<file path="src/rtl/bin2bcd_seq.sv">
// Sequential shift-and-add-3 binary-to-BCD converter, one bit per clock.
// Registered 4-digit result with 9999 clamp and overflow flag.
module bin2bcd_seq #(
  parameter int W = 14
) (
  input  logic         clk,
  input  logic         rst,
  input  logic         start,
  input  logic [W-1:0] bin,
  output logic         busy,
  output logic         done,
  output logic         ovf,
  output logic [3:0]   dig1,
  output logic [3:0]   dig2,
  output logic [3:0]   dig3,
  output logic [3:0]   dig4
);

  typedef enum logic {
    IDLE,
    SHIFT
  } state_t;

  state_t        state;
  state_t        state_nx;
  logic [W-1:0]  s;
  logic [19:0]   b;
  logic [19:0]   b_adj;
  logic [W+19:0] sh;
  logic [4:0]    i;
  logic          ovf_pend;
  logic          last;

  always_comb begin
    b_adj = b;
    for (int k = 0; k < 5; k++) begin
      if (b[4*k +: 4] >= 4'd5)
        b_adj[4*k +: 4] = b[4*k +: 4] + 4'd3;
    end
  end

  assign sh   = {b_adj, s} << 1;
  assign last = (i == 5'(W - 1));

  always_comb begin
    state_nx = state;
    busy     = 1'b0;
    unique case (state)
      IDLE: begin
        if (start)
          state_nx = SHIFT;
      end
      SHIFT: begin
        busy = 1'b1;
        if (last)
          state_nx = IDLE;
      end
      default: state_nx = IDLE;
    endcase
  end

  always_ff @(posedge clk) begin
    if (rst)
      state <= IDLE;
    else
      state <= state_nx;
  end

  // Outputs move only on the final shift edge or reset.
  always_ff @(posedge clk) begin
    if (rst) begin
      s        <= '0;
      b        <= '0;
      i        <= '0;
      ovf_pend <= 1'b0;
      done     <= 1'b0;
      ovf      <= 1'b0;
      dig1     <= '0;
      dig2     <= '0;
      dig3     <= '0;
      dig4     <= '0;
    end else begin
      done <= 1'b0;
      unique case (state)
        IDLE: begin
          if (start) begin
            s        <= bin;
            b        <= '0;
            i        <= '0;
            ovf_pend <= (32'(bin) > 32'd9999);
          end
        end
        SHIFT: begin
          s <= sh[W-1:0];
          b <= sh[W+19:W];
          i <= i + 5'd1;
          if (last) begin
            done <= 1'b1;
            ovf  <= ovf_pend;
            if (ovf_pend) begin
              dig1 <= 4'd9;
              dig2 <= 4'd9;
              dig3 <= 4'd9;
              dig4 <= 4'd9;
            end else begin
              dig1 <= sh[W+15:W+12];
              dig2 <= sh[W+11:W+8];
              dig3 <= sh[W+7:W+4];
              dig4 <= sh[W+3:W];
            end
          end
        end
        default: ;
      endcase
    end
  end

endmodule
</file>
<file path="config.mk">
export PLATFORM = sky130hd
export DESIGN_NAME = bin2bcd_seq
export DESIGN_NICKNAME = d
export VERILOG_FILES = /design/src/rtl/bin2bcd_seq.sv
export SDC_FILE = /design/constraint.sdc
export NUM_CORES = 1
export LEC_CHECK = 0
export CORE_MARGIN = 1
export CORE_UTILIZATION = 45
export CTS_CLUSTER_SIZE = 14
export DETAILED_ROUTE_END_ITERATION = 6
export DONT_BUFFER_PORTS = 1
export GPL_ROUTABILITY_DRIVEN = 0
export PLACE_DENSITY = 0.67
export SETUP_SLACK_MARGIN = 0.15
export SYNTH_ARGS = -nofsm -noshare
export SYNTH_HDL_FRONTEND = slang
export SYNTH_SLANG_ARGS = --single-unit
</file>
<file path="constraint.sdc">
create_clock -name clk -period 3.3 [get_ports clk]
set_clock_uncertainty 0.1 [all_clocks]
set_input_delay 0.66 -clock clk [delete_from_list [all_inputs] [get_ports clk]]
set_output_delay 0.66 -clock clk [all_outputs]
set_load 0.05 [all_outputs]
</file>
==> metrics <==
GRT overflow 0; Worst Setup End Kind register; Port Buf Inserts 0; startpoint type of the worst setup path register; Slowest Stage Delay on Critical Path just over 0.6 ns; cell taking the most area after synthesis dfxtp_1; Cells after Synth around 300; worst hold endpoint b[15]; Worst EP required ~3.4 ns; Pleak 0.9046 nW; Fmax achieved between 400 and 500 MHz; sequential area share after synthesis 0.4322; worst path cell trace ha_1 -> nand2_1 -> or3_1 -> or3_1 -> o21ai_2; commonest non-fill, non-tap cell in the layout dfxtp_1; pin count of the biggest net entering global routing between 60 and 70; first-pass detailed-route iteration total 4; Vias/cell about 5.5; die area just under 6000 µm²; Wirelength per Cell about 14 µm; Setup Crit Path Kind register to register; CTS tree done; Slew HR 0.5110; share of cells above drive strength 1 0.07857; CORE AREA roughly 5500 µm²; Syn Nets about 320; Inserted Diodes 0; register bit total from synthesis 55; fin crit share 0.6780; Cell Rows 27; delay-heaviest family, CP simple AND/OR/NAND/NOR gates; CP max-delay cell or3_1; largest cells by area after synthesis dfxtp_1 43%, nor2_1 6.5%, a21oi_1 6.1%; RSZ-0062 raised after global routing false; xor/xnor share of the synthesized area 0.01375; Iteration-0 DRC Markers 59; number of global-route vias before repair 1789; Pins Over Slew Limit 0; Clock Root Buffer clkbuf_8; Worst R2R End dig2[1]; first-pass GRT wire length between 8000 and 9000 µm; hpwl dp around 3300 µm; CTS H-tree depth 2; synthesized area about 2500 µm²; GRT Overall Usage 0.1758; post-synthesis compound-gate area fraction 0.1694; maximum fanout along the worst path 17; Most common cell on crit path or3_1; Slew @ Worst Pin 0.7335 ns; # clock sinks 55; Final Cell Area between 2000 and 3000 µm²; Worst Hold Launch rst; Hold Violations, Final 0; commonest cells after routing, fill and taps aside 54 x dfxtp_1, 44 x nor2_1, 31 x a21oi_1, 16 x nor3_1; Critical Path AT between 2 and 2.5 ns; Layout fillers roughly 540; FF-to-FF path depth 5; PwrDens 413.8 nW/µm²; remaining antenna violation count 0; Final setup violation count 0; Die Width a little under 80 µm; maximum vdd drop 0.0002086 V; DR vias 1926; Initial Utilization 0.4655; Critical R2R Launch i[0]; Simple-Gate Fraction of Synth Area 0.2068; Tmin final roughly 2.2 ns; Synth Warn # 0; Max clock buf depth 2; hold_buf cts 0; Sum Neg Setup Slack 0 ns; cts repair resizes 0; # IOs 36; largest family of logic cells by synthesized area simple AND/OR/NAND/NOR gates; final routed DRC violation total 0; multiplexer share of the synthesized area 0.07269; clock transition at the registers of the reported paths ~0.080 ns; number of max-cap violations 0; worst hold path class primary input to register; Final #Nets around 310; antenna violations before repair 0; final WL 4910 µm; Post-DP Area around 2600 µm²; status finished, final reports clean; Setup crit start i[0]; Area Growth Syn to Fin 3.192%; Adder-Cell Fraction of Synth Area 0.04912; Clock Latency Late Sink roughly 0.30 ns; Syn Area/Cell roughly 8.7 µm²; Yosys cell types 30; share of the synthesized area in the top cell type 0.4322; Post-CTS Setup Bufs 0; Worst Path Buf+Inv 0; worst hold stages 1; worst reg-to-reg setup slack 1.06 ns; Inserted Clock Buffers 5; Die Ht between 70 and 80 µm
registers in the layout, indices dropped and copies added, names as in the netlist:
name      count
state         1
dig2          4
dig4          4
i             5
ovf_pend      1
dig3          4
s            14
done          1
b            16
ovf           1
dig1          4
how the worst max path moves through the flow:
stage          slack, ns       to  depth (start not counted)
5_1_grt             0.95  dig2[1]                          5
6_report            1.06  dig2[1]                          5
4_1_cts             1.05  dig2[1]                          5
2_1_floorplan       1.17  dig2[1]                          7
3_5_place_dp        1.08  dig2[1]                          5
3_3_place_gp        1.14  dig4[2]                          5
routing by layer:
layer / up-vias / share of wire / routed length [µm] / GRT usage
li1: 996 / - / - / -
met1: 899 / 0.48 / 2350 / 0.2182
met2: 25 / 0.47 / 2290 / 0.2867
met3: 6 / 0.040 / 198 / 0.05238
met4: 0 / 0.015 / 72 / 0.06226
met5: - / 0 / 0 / 0
Yosys cell counts (all sizes together):
| master | count |
|---|---|
| nand3 | 3 |
| dfxtp | 55 |
| or3 | 2 |
| nor3 | 17 |
| buf | 11 |
| nand2 | 9 |
| o21ai | 17 |
| nor4 | 1 |
| ha | 10 |
| nor2 | 44 |
| o31a | 1 |
| a21oi | 31 |
| o41ai | 1 |
| clkbuf | 10 |
| mux2 | 4 |
| o32ai | 11 |
| mux2i | 14 |
| nor3b | 7 |
| xnor2 | 4 |
| inv | 14 |
| a211oi | 4 |
| nand2b | 12 |
| a41oi | 2 |
| or2 | 1 |
| nand3b | 9 |
stage by stage:
stage	cells	setup slack (ns)	hold slack [ns]	total power, W	util
global route	352	0.9544	0.3038	0.001143	0.4803
finish	352	1.063	0.3358	0.001088	0.4803
CTS	352	1.053	0.3097	0.001104	0.4803
global placement	346	1.142	0.3687	0.0007667	0.4671
detailed placement	346	1.076	0.3740	0.0007678	0.4671
floorplan	294	1.165	0.3537	0.0007702	-
area by class of cell:
class	instances	area [µm²]	share of cell area
clock buffers	6	72.57	0.02761
inverters	14	52.55	0.01999
multi-input cells	204	1304	0.4960
flip-flops and latches	55	1102	0.4193
well taps	72	90.09	0.03427
repair buffers	1	7.507	0.002856
cells by family after synthesis:
kind of cell / count (synthesis)
fa+ha+maj: 10
flops: 55
simple gates: 105
compound gates: 67
mux: 18
xor+xnor: 4
buf+inv: 35
report_power, final:
part           internal, W   total, W  leakage, nW  switching (W)
sequential        0.000677   0.000687        0.446     0.00000970
combinational    0.0000269  0.0000660        0.422      0.0000390
clock             0.000142   0.000335       0.0371       0.000193
worst register-to-register path, delay by kind of cell (launching register included):
family	cells	cell delay (ns)
DFF	1	0.42
AOI/OAI and AO/OA	1	0.20
and+or+nand+nor	3	1.28
adders and majority gates	1	0.17
(Power assumes the default switching activity.)
